### src/rtl/clk_div_bank_pkg.sv
// Shared constants, width helper and per-channel action encoding for the clock divider bank.
package clk_div_bank_pkg;

    localparam int NCH_DEF         = 4;
    localparam int NBITS_DEF       = 8;
    localparam int DEFAULT_DIV_DEF = 3;

    // Channel-select width; a single channel still gets a one-bit select port.
    function automatic int chw(input int n);
        return (n > 1) ? $clog2(n) : 1;
    endfunction

    typedef enum logic [1:0] {
        ACT_SYNC  = 2'd0,
        ACT_IDLE  = 2'd1,
        ACT_TERM  = 2'd2,
        ACT_COUNT = 2'd3
    } chan_act_e;

endpackage

### src/rtl/clk_div_bank_chan.sv
// One divider channel: counter, active/shadow divisor pair, tick pulse and square wave.
module clk_div_bank_chan
    import clk_div_bank_pkg::*;
#(
    parameter int NBITS       = NBITS_DEF,
    parameter int DEFAULT_DIV = DEFAULT_DIV_DEF
) (
    input  logic             i_clk,
    input  logic             i_rst,
    input  logic             i_en,
    input  logic             i_sync,
    input  logic             i_wr,
    input  logic [NBITS-1:0] i_wr_div,
    output logic             o_tick,
    output logic             o_clk,
    output logic             o_pending
);

    logic [NBITS-1:0] cnt_q, cnt_d;
    logic [NBITS-1:0] div_act_q, div_act_d;
    logic [NBITS-1:0] div_shd_q, div_shd_d;
    logic             tick_q, tick_d;
    logic             clk_q, clk_d;
    logic             pend_q, pend_d;
    logic [NBITS-1:0] commit_div_s;
    chan_act_e        act_s;

    // A write in the same cycle as a commit point takes precedence over the shadow.
    assign commit_div_s = i_wr ? i_wr_div : div_shd_q;

    // Select this cycle's action in priority order.
    always_comb begin
        act_s = ACT_COUNT;
        if (i_sync) begin
            act_s = ACT_SYNC;
        end else if (!i_en) begin
            act_s = ACT_IDLE;
        end else if (cnt_q == div_act_q) begin
            act_s = ACT_TERM;
        end else begin
            act_s = ACT_COUNT;
        end
    end

    // Next-state logic; the active divisor only changes at period boundaries.
    always_comb begin
        cnt_d     = cnt_q;
        div_act_d = div_act_q;
        div_shd_d = div_shd_q;
        tick_d    = 1'b0;
        clk_d     = clk_q;
        pend_d    = pend_q;
        case (act_s)
            ACT_TERM: begin
                cnt_d     = '0;
                tick_d    = 1'b1;
                clk_d     = ~clk_q;
                div_act_d = commit_div_s;
                div_shd_d = commit_div_s;
                pend_d    = 1'b0;
            end
            ACT_COUNT: begin
                cnt_d = cnt_q + NBITS'(1);
                if (i_wr) begin
                    div_shd_d = i_wr_div;
                    pend_d    = 1'b1;
                end else begin
                    div_shd_d = div_shd_q;
                    pend_d    = pend_q;
                end
            end
            default: begin
                cnt_d     = '0;
                clk_d     = 1'b0;
                div_act_d = commit_div_s;
                div_shd_d = commit_div_s;
                pend_d    = 1'b0;
            end
        endcase
    end

    // State register with asynchronous reset to the default divisor.
    always_ff @(posedge i_clk or posedge i_rst) begin
        if (i_rst) begin
            cnt_q     <= '0;
            div_act_q <= NBITS'(DEFAULT_DIV);
            div_shd_q <= NBITS'(DEFAULT_DIV);
            tick_q    <= 1'b0;
            clk_q     <= 1'b0;
            pend_q    <= 1'b0;
        end else begin
            cnt_q     <= cnt_d;
            div_act_q <= div_act_d;
            div_shd_q <= div_shd_d;
            tick_q    <= tick_d;
            clk_q     <= clk_d;
            pend_q    <= pend_d;
        end
    end

    assign o_tick    = tick_q;
    assign o_clk     = clk_q;
    assign o_pending = pend_q;

endmodule

### src/rtl/clk_div_bank.sv
// Bank of NCH programmable clock dividers sharing a write port and a global phase resync.
module clk_div_bank
    import clk_div_bank_pkg::*;
#(
    parameter int NCH         = NCH_DEF,
    parameter int NBITS       = NBITS_DEF,
    parameter int DEFAULT_DIV = DEFAULT_DIV_DEF,
    localparam int CHW        = chw(NCH)
) (
    input  logic             i_clk,
    input  logic             i_rst,
    input  logic [NCH-1:0]   i_en,
    input  logic             i_sync,
    input  logic             i_wr_en,
    input  logic [CHW-1:0]   i_wr_ch,
    input  logic [NBITS-1:0] i_wr_div,
    output logic [NCH-1:0]   o_tick,
    output logic [NCH-1:0]   o_clk,
    output logic [NCH-1:0]   o_pending
);

    logic [NCH-1:0] wr_s;

    // Channel numbers at or above NCH match no strobe, so such writes are dropped.
    always_comb begin
        wr_s = '0;
        for (int c = 0; c < NCH; c++) begin
            if (i_wr_en && (i_wr_ch == CHW'(c))) begin
                wr_s[c] = 1'b1;
            end else begin
                wr_s[c] = 1'b0;
            end
        end
    end

    for (genvar g = 0; g < NCH; g++) begin : g_chan
        clk_div_bank_chan #(
            .NBITS       (NBITS),
            .DEFAULT_DIV (DEFAULT_DIV)
        ) u_chan (
            .i_clk     (i_clk),
            .i_rst     (i_rst),
            .i_en      (i_en[g]),
            .i_sync    (i_sync),
            .i_wr      (wr_s[g]),
            .i_wr_div  (i_wr_div),
            .o_tick    (o_tick[g]),
            .o_clk     (o_clk[g]),
            .o_pending (o_pending[g])
        );
    end

endmodule

### config.mk
export PLATFORM = sky130hd
export DESIGN_NAME = clk_div_bank
export DESIGN_NICKNAME = d
export VERILOG_FILES = /design/src/rtl/clk_div_bank_pkg.sv /design/src/rtl/clk_div_bank_chan.sv /design/src/rtl/clk_div_bank.sv
export SDC_FILE = /design/constraint.sdc
export NUM_CORES = 1
export LEC_CHECK = 0
export BUFFER_PORTS_ARGS = -buffer_cell sky130_fd_sc_hd__buf_2
export CAP_MARGIN = 30
export CORE_MARGIN = 2
export CORE_UTILIZATION = 34
export CTS_CLUSTER_DIAMETER = 40
export DETAILED_ROUTE_END_ITERATION = 8
export PLACE_DENSITY = 0.54
export SLEW_MARGIN = 20
export SYNTH_ARGS = -nofsm -noshare
export SYNTH_HDL_FRONTEND = slang
export SYNTH_SLANG_ARGS = --single-unit
### constraint.sdc
create_clock -name i_clk -period 3.2 [get_ports i_clk]
set_clock_uncertainty 0.15 [all_clocks]
set_input_delay 0.32 -clock i_clk [delete_from_list [all_inputs] [get_ports i_clk]]
set_output_delay 0.32 -clock i_clk [all_outputs]
set_load 0.03 [all_outputs]
# ---- Word-level counts from Yosys, hierarchy flattened
# Cells that the tools add are included.
dict set report word_totals {
  wordCells 96
  out_inout_bits 12
  inputBits 18
  register_bits 108
}
dict set report op_classes {
  n_eq_ne 19
  n_bitwise 4
  mux 40
  reduce_logical 5
  add_sub_neg 4
}
# operator n
set op_table {}
lappend op_table {{8-bit two-way mux} 8}
lappend op_table {{8-bit by 1-bit adder with 8-bit output (second input constant)} 4}
lappend op_table {{8-bit equality test} 4}
lappend op_table {{2-bit equality test (second input constant)} 10}
lappend op_table {{1-bit two-way mux} 20}
lappend op_table {{2-bit two-way mux} 8}
lappend op_table {{2-bit by 1-bit != test with 1-bit output (second input constant)} 4}
lappend op_table {{1-bit case mux with 2 select lines} 4}
lappend op_table {{1-bit logical AND} 4}
lappend op_table {{1-bit inverter} 4}
lappend op_table {{2-bit by 1-bit equality test with 1-bit output (second input constant)} 1}
lappend op_table {{2-bit zero test} 1}

# ---- Longest topological paths before layout
# Gate-level depths: netlist of the first run.
dict set report logic_depth {
  word_depth 6
  ltp_mapped 5
  mapped_depth_nobuf 4
}

# ---- Modules after synthesis
# A second synthesis of the first run with hierarchy kept.
dict set report hier_totals {
  hier_cells 352
  hier_area_um2 4752.1
}
# mod cells_per_inst area_each_um2 seq_area_each_um2 n_inst
set modules_own_cells {}
lappend modules_own_cells {clk_div_bank_chan 87 1178.6 680.7 4}
lappend modules_own_cells {clk_div_bank 4 37.5 0.0 1}

# ---- Worst setup path before layout of the first run
# Ideal clock, no wire load.
dict set report synth_timing {
  path_kind {reg2reg}
  start {register g_chan[2].u_chan.div_act_q[1]}
  end {register g_chan[2].u_chan.div_act_q[7]}
  synth_period_minus_slack_ns 1.821
  t_required_ns 2.925
  setup_ns 0.125
  path_slack_ns 1.379
  arrival_ns 1.546
  n_path_buf 1
  path_stages_with_launch 6
  path_cell_list {dfstp_2 > xnor2_1 > nand4_1 > o21bai_4 > buf_6 > mux2_4}
}
dict set report synth_between {
  elab_chain_cells 5
}
# item line_no
set synth_rtl {}
lappend synth_rtl {{start, declared} clk_div_bank_chan.sv:20} ;# logic [NBITS-1:0] div_act_q, div_act_d;
lappend synth_rtl {{start signal, assigned} clk_div_bank_chan.sv:86} ;# div_act_q <= NBITS'(DEFAULT_DIV);
lappend synth_rtl {{start signal, assigned} clk_div_bank_chan.sv:93} ;# div_act_q <= div_act_d;
lappend synth_rtl {{8-bit equality test} clk_div_bank_chan.sv:38} ;# end else if (cnt_q == div_act_q) begin
lappend synth_rtl {{1-bit two-way mux} clk_div_bank_chan.sv:38}
lappend synth_rtl {{2-bit two-way mux} clk_div_bank_chan.sv:36} ;# end else if (!i_en) begin
lappend synth_rtl {{2-bit two-way mux} clk_div_bank_chan.sv:34} ;# if (i_sync) begin
lappend synth_rtl {{2-bit equality test} clk_div_bank_chan.sv:53} ;# case (act_s)
# No other way between the ends.
# A chain may end at the register's enable or synchronous reset.

# ---- Worst setup path in the final report of the first run
dict set report layout_timing {
  start {register g_chan[2].u_chan.div_act_q[1]}
  end {register g_chan[2].u_chan.div_act_q[6]}
}
# The elaborated chain is that of the path after synthesis.

==> results of run 1 <==
[cell families after synthesis]
| kind of cell | Yosys count |
|---|---|
| and+or+nand+nor | 86 |
| DFF | 108 |
| xor gates and xnor gates | 56 |
| adders and majority gates | 4 |
| buffers and inverters | 24 |
| AOI/OAI and AO/OA | 15 |
| muxes | 64 |
[final cells by class]
type | instances | area, µm²
clock inverter | 6 | 87.6
tap | 180 | 225
timing repair buffer | 33 | 203
multi-input combinational | 225 | 1870
clock buffer | 10 | 229
sequential | 108 | 2720
inverter | 8 | 33.8
fill | 1349 | 8400
[worst min-delay path, delay by kind of cell]
| family | cells | cell delay (ns) |
|---|---|---|
| buf+inv | 1 | 0.10 |
| simple gates | 1 | 0.10 |
| compound gates | 1 | 0.05 |
[layer usage]
| layer | wire length [µm] | track usage [%] | up-vias |
|---|---|---|---|
| met5 | 0 | 0 | - |
| met4 | 164 | 5.82 | 0 |
| met3 | 161 | 1.67 | 9 |
| met2 | 3980 | 19.3 | 19 |
| met1 | 3980 | 16.8 | 1335 |
| li1 | - | - | 1263 |
[sequential cells by signal (all words and copies together) (netlist names)]
name / count
g_chan.u_chan.cnt_q: 32
g_chan.u_chan.div_act_q: 32
g_chan.u_chan.div_shd_q: 32
g_chan.u_chan.o_clk: 4
g_chan.u_chan.o_pending: 4
g_chan.u_chan.o_tick: 4
[cell usage after synthesis]
cell type | number | share of area [%]
and3_1 | 7 | 0.92
nor3b_4 | 1 | 0.39
xor2_1 | 20 | 3.7
and3_2 | 1 | 0.16
xnor2_1 | 36 | 6.6
nand2b_1 | 4 | 0.53
mux2_2 | 61 | 14
dfstp_2 | 16 | 8.8
ha_1 | 4 | 1.1
nor2_1 | 34 | 2.7
nand3_2 | 1 | 0.21
nor3_1 | 4 | 0.42
inv_1 | 8 | 0.63
nand3b_2 | 2 | 0.47
o21ai_0 | 4 | 0.42
nand3_1 | 20 | 2.1
mux2_4 | 2 | 0.63
a21oi_1 | 7 | 0.74
dfrtp_1 | 92 | 48
buf_4 | 12 | 1.9
o21bai_4 | 4 | 1.6
nand4_2 | 3 | 0.79
or3_1 | 4 | 0.53
buf_6 | 4 | 0.95
nand4_1 | 5 | 0.66
mux2_1 | 1 | 0.24
[through the flow]
step	hold slack, ns	cells
global route	0.121	570
global placement	0.326	552
finish	0.111	570
CTS	0.0519	568
floorplan	0.317	357
detailed placement	0.329	552
[worst paths after layout]
check	from	endpoint
worst max-delay path	g_chan[2].u_chan.div_act_q[1]	g_chan[2].u_chan.div_act_q[6]
worst min-delay path	i_en[3]	g_chan[3].u_chan.o_clk
worst max register to register	g_chan[2].u_chan.div_act_q[1]	g_chan[2].u_chan.div_act_q[6]
worst min register to register	g_chan[1].u_chan.div_shd_q[2]	g_chan[1].u_chan.div_shd_q[2]
max in group asynchronous	i_rst	g_chan[1].u_chan.div_act_q[1]
min in group asynchronous	i_rst	g_chan[3].u_chan.o_pending
[power by group through the flow]
stage	combinational, mW	clock, mW	sequential [mW]
2_1_floorplan	0.356	0	1.66
3_3_place_gp	0.426	0	1.68
3_5_place_dp	0.436	0	1.69
4_1_cts	0.438	1.22	1.66
5_1_grt	0.483	1.27	1.69
6_report	0.431	1.18	1.66
==> key figures, run 1 <==
Setup path
  • CP startpoint kind: flop
  • Slowest-stage cell, CP: dfstp_2
  • Worst R2R Setup Slack: 1.17 ns
  • Largest delay contributor family on the critical path: flip-flops
  • Stages on the worst setup path: 4
  • Crit Path Max Fanout: 17
  • Worst reg-to-reg path cell count: 4
  • CP cell instances: xnor2_1 > nand4_1 > o21bai_4 > mux2_2
  • Peak per-stage delay on the critical path: 0.54 ns
  • Critical Path Sink Type: flop
  • CP bufs+invs: 0
  • CP arrival: 2.11 ns
  • Critical path class: flop to flop
  • Data required time of the worst path: 3.27 ns

Die
  • Top-level I/O count: 30
  • Starting Density: 34.5%
  • Site Rows: 43
  • Core ar.: 0.0138 mm²
  • Die ar.: 0.0150 mm²
  • Die W: 122 µm
  • Die height: 122 µm

Clock network
  • Worst-Skew Late Latency: 0.34 ns
  • CTS sink count: 108
  • H-tree level count: 3
  • # hold bufs at CTS: 0
  • Clock-pin slew on the worst setup and hold paths: 0.07 ns
  • Setup Fix Bufs, Post-CTS: 0
  • TritonCTS clock tree: built
  • Max Root-Sink Buffers: 2
  • Root Buffer: clkbuf_16
  • Cts bufs inserted: 9
  • CTS resizes: 0

Yosys
  • Largest family of logic cells by synthesized area: multiplexers
  • Synth Area in Simple Gates: 9.87%
  • Post-synthesis xor/xnor area fraction: 10.3%
  • YS warnings: 0
  • Post-Synth Adder-Cell Area: 1.05%
  • Mux cell area share after synthesis: 15.3%
  • Synth Cell Area: 0.00476 mm²
  • Syn_area_per_cell: 13.3 µm²
  • Post-Syn Nets: 379
  • Flops & latches, synth: 108
  • Seq/Total Area, Yosys: 57.2%
  • Mapped Cells: 357
  • Area fraction in compound gates after synthesis: 2.74%
  • Library cells used by synthesis: 26

Pwr
  • VDD IR-drop max: 0.315 mV
  • Tot Pwr: 3.27 mW
  • Pint: 2.49 mW
  • Leak pwr: 2.29 nW
  • PwrDens: 610 mW/mm²
  • Clock share of power: 36.0%
  • Seq pwr share: 50.8%
  • Sw Pwr: 780 µW
  • Switching Share: 23.8%
  • Comb pwr share: 13.2%

Routing
  • DRT iter0 DRCs: 159
  • First-pass detailed-route iteration total: 4
  • Vias/cell: 4.61
  • Post-route DRC: 0
  • Final wirelength: 8.29 mm
  • Vias: 2626
  • DRT antenna net count: 0
  • WL/cell: 14.5 µm

Finish
  • Commonest non-fill, non-tap cell in the layout: dfrtp_1
  • Layout cells sized above 1: 35.6%
  • Layout Area Growth over Synthesis: 12.9%
  • Nets: 407
  • # diodes: 0
  • Most frequent cells in the layout: 92 x dfrtp_1, 61 x mux2_2, 36 x xnor2_1
  • Final Util: 39.0%
  • Final instance area: 0.00537 mm²

STA
  • RSZ-0062 raised after global routing: false
  • Final setup viols: 0
  • Final Hold Fails: 0
  • Slew @ Worst Pin: 0.533 ns
  • Period minus WS final: 2.03 ns
  • Setup TNS: 0 ns
  • Slew headroom: 64.4%
  • Period utilisation layout: 63.6%
  • Final slew viol count: 0
  • Fmax achieved: 492 MHz
  • Final WS setup: 1.17 ns

Status
  • Status: completed

Worst hold path
  • Hold Crit Depth: 3
  • Hold Path Class: input pin to flop

Place
  • IO buf count: 29
  • Pre-CTS setup slack: 1.14 ns
  • Placed cell areas: 0.00502 mm²
  • Hpwl dp: 5.74 mm
  • RePlAce Congestion: 0.758

Global route
  • Largest net degree at the start of global routing: 55
  • Antenna violations before repair: 0
  • Vias in the first global route: 2640
  • Overall routing resource usage: 12.3%
  • Congestion Overflow GR: 0
  • First-pass GRT wire length: 14.0 mm

Flow run
  • Total of max-cap violations: 0
No activity file was read; power rests on OpenSTA's default activity.
==> run 2: changes to the inputs <==
PLACE_DENSITY = 0.52   (was 0.54)
clock period = 2 ns   (was 3.2 ns; I/O delays follow)
==> run 2 against run 1 <==
Effect of this change: worst hold slack got worse by 0.091 ns; largest power group unchanged; via count rose by 2.9%; non-clock buffer count grew 14; setup slack got worse by 1.0 ns.
==> key figures, run 2 (same netlist as run 1, synthesis figures left out) <==
Die
  • Starting Density: 34.5% (unchanged)
  • Top-level I/O count: 30 (unchanged)
  • Die ar.: 0.0150 mm² (unchanged)
  • Die height: 122 µm (unchanged)
  • Die W: 122 µm (unchanged)
  • Core ar.: 0.0138 mm² (unchanged)
  • Site Rows: 43 (unchanged)

Clock network
  • TritonCTS clock tree: built
  • Clock-pin slew on the worst setup and hold paths: 0.07 ns (about the same)
  • Max Root-Sink Buffers: 2 (unchanged)
  • Root Buffer: clkbuf_16
  • H-tree level count: 3 (unchanged)
  • Worst-Skew Late Latency: 0.35 ns (about the same)
  • CTS sink count: 108 (unchanged)
  • Cts bufs inserted: 9 (unchanged)

Routing
  • First-pass detailed-route iteration total: 4 (unchanged)
  • DRT iter0 DRCs: 169 (+6.3%)
  • Vias/cell: 4.63 (+0.39%)
  • WL/cell: 14.8 µm (+1.8%)
  • DRT antenna net count: 0 (unchanged)
  • Final wirelength: 8.64 mm (+4.3%)
  • Vias: 2701 (+2.9%)
  • Post-route DRC: 0 (unchanged)

Pwr
  • Switching Share: 24.9% (+1.1 points)
  • Clock share of power: 34.7% (-1.3 points)
  • VDD IR-drop max: 0.614 mV (+95%)
  • Leak pwr: 2.35 nW (+2.9%)
  • Seq pwr share: 51.3% (+0.5 points)
  • Pint: 3.90 mW (+56%)
  • Sw Pwr: 1.29 mW (+65%)
  • Comb pwr share: 14.0% (+0.8 points)
  • PwrDens: 942 mW/mm² (+54%)

Global route
  • Congestion Overflow GR: 0 (unchanged)
  • Antenna violations before repair: 0 (unchanged)
  • Vias in the first global route: 2814 (+6.6%)
  • First-pass GRT wire length: 14.5 mm (+3.5%)
  • Largest net degree at the start of global routing: 50 (-9.1%)
  • GR peak layer: met2
  • GRT met2 Usage: 19.3% (+0.035 points)
  • Met1 usage: 17.8% (+0.98 points)
  • GRT met3 Usage: 1.81% (+0.14 points)
  • Overall routing resource usage: 12.7% (+0.40 points)

Finish
  • Final Util: 40.0% (+0.98 points)
  • Nets: 421 (+3.4%)
  • Final instance area: 0.00550 mm² (+2.5%)
  • Top Registers: g_chan.u_chan.cnt_q: 32 flops, g_chan.u_chan.div_act_q: 32 flops, g_chan.u_chan.div_shd_q: 32 flops
  • Layout Area Growth over Synthesis: 15.7%
  • # diodes: 0 (unchanged)
  • Most frequent cells in the layout: 92 x dfrtp_1, 61 x mux2_2, 36 x xnor2_1
  • Fillers: 1350 (+0.074%)
  • Layout cells sized above 1: 37.4% (+1.7 points)
  • Commonest non-fill, non-tap cell in the layout: dfrtp_1

Place
  • Pre-CTS setup slack: 0.0570 ns (-1.09 ns)
  • IO buf count: 29 (unchanged)
  • Placed cell areas: 0.00510 mm² (+1.6%)
  • RePlAce Congestion: 0.776 (+2.3%)
  • Hpwl dp: 6.04 mm (+5.1%)

STA
  • Final Hold Fails: 0 (unchanged)
  • Period minus WS final: 1.87 ns (-0.165 ns)
  • Final WS setup: 0.132 ns (-1.03 ns)
  • Final setup viols: 0 (unchanged)
  • Fmax achieved: 535 MHz (+8.8%)
  • Slew @ Worst Pin: 0.349 ns (-0.184 ns)
  • Slew headroom: 76.7% (+12 points)
  • Setup TNS: 0 ns (unchanged)
  • Final slew viol count: 0 (unchanged)
  • Period utilisation layout: 93.4% (+30 points)
  • Worst hold margin: 0.0199 ns (-0.0907 ns)
  • RSZ-0062 raised after global routing: false

Status
  • Status: completed

Flow run
  • Total of max-cap violations: 0 (unchanged)

Setup path
  • Critical Path Sink Type: flop
  • CP arrival: 1.95 ns (-0.16 ns)
  • Crit Path Max Fanout: 9 (-8)
  • Data required time of the worst path: 2.08 ns (-1.19 ns)
  • CP startpoint kind: flop
  • Critical path class: flop to flop

Worst hold path
  • Hold Path Class: input pin to flop
run 2: repair_timing:
| action | in CTS | in global routing |
|---|---|---|
| setup endpoints to repair | 0 | 9 |
| setup buffers | 0 | 3 |
| endpoints found under the hold margin | 17 | 0 |
| gates resized for setup | 0 | 0 |
| hold buffers | 4 | 0 |
run 2: final cells by class:
type / count / area (µm²) / share of cell area, %
multi-input cells: 225 / 1870 / 33.9
flip-flops and latches: 108 / 2720 / 49.5
repair buffers: 47 / 353 / 6.41
clock inverters: 7 / 76.3 / 1.39
inverters: 8 / 33.8 / 0.614
well taps: 180 / 225 / 4.09
clock buffers: 9 / 225 / 4.09
run 2: power by group through the flow:
stage                     sequential [mW]  clock, mW  combinational, mW
after global routing                 2.70       1.94              0.809
final                                2.66       1.80              0.724
after detailed placement             2.71          0              0.716
after CTS                            2.67       1.86              0.726
after global placement               2.70          0              0.699
after floorplan                      2.66          0              0.570
run 2: per-layer routing:
metal	share of wire, %	vias up
met1	49	1367
met5	0	-
met4	1.9	0
li1	-	1300
met3	1.5	11
met2	47	23
run 2: path summary, 6_finish.rpt:
kind | startpoint | endpoint | slack (ns) | cells after the start
max | g_chan[3].u_chan.div_act_q[0] | g_chan[3].u_chan.div_act_q[4] | 0.13 | 5
min | i_en[1] | g_chan[1].u_chan.o_clk | 0.02 | 3
max reg2reg | g_chan[3].u_chan.div_act_q[0] | g_chan[3].u_chan.div_act_q[4] | 0.13 | 5
min reg2reg | g_chan[2].u_chan.div_shd_q[5] | g_chan[2].u_chan.div_shd_q[5] | 0.35 | 1
max in group asynchronous | i_rst | g_chan[0].u_chan.div_act_q[0] | 0.86 | 4
min in group asynchronous | i_rst | g_chan[3].u_chan.o_tick | 0.23 | 3
run 2: critical path, cell delays in order, from the launching register on:
cell and delay (ns):
dfstp_2 0.54, xnor2_1 0.11, nand4_1 0.24, o21bai_4 0.23
buf_12 0.15, mux2_2 0.33
run 2: per-stage QoR:
step           instances  power, mW
2_1_floorplan        357       3.23
6_report             584       5.18
5_1_grt              584       5.45
3_3_place_gp         561       3.40
3_5_place_dp         561       3.42
4_1_cts              581       5.25
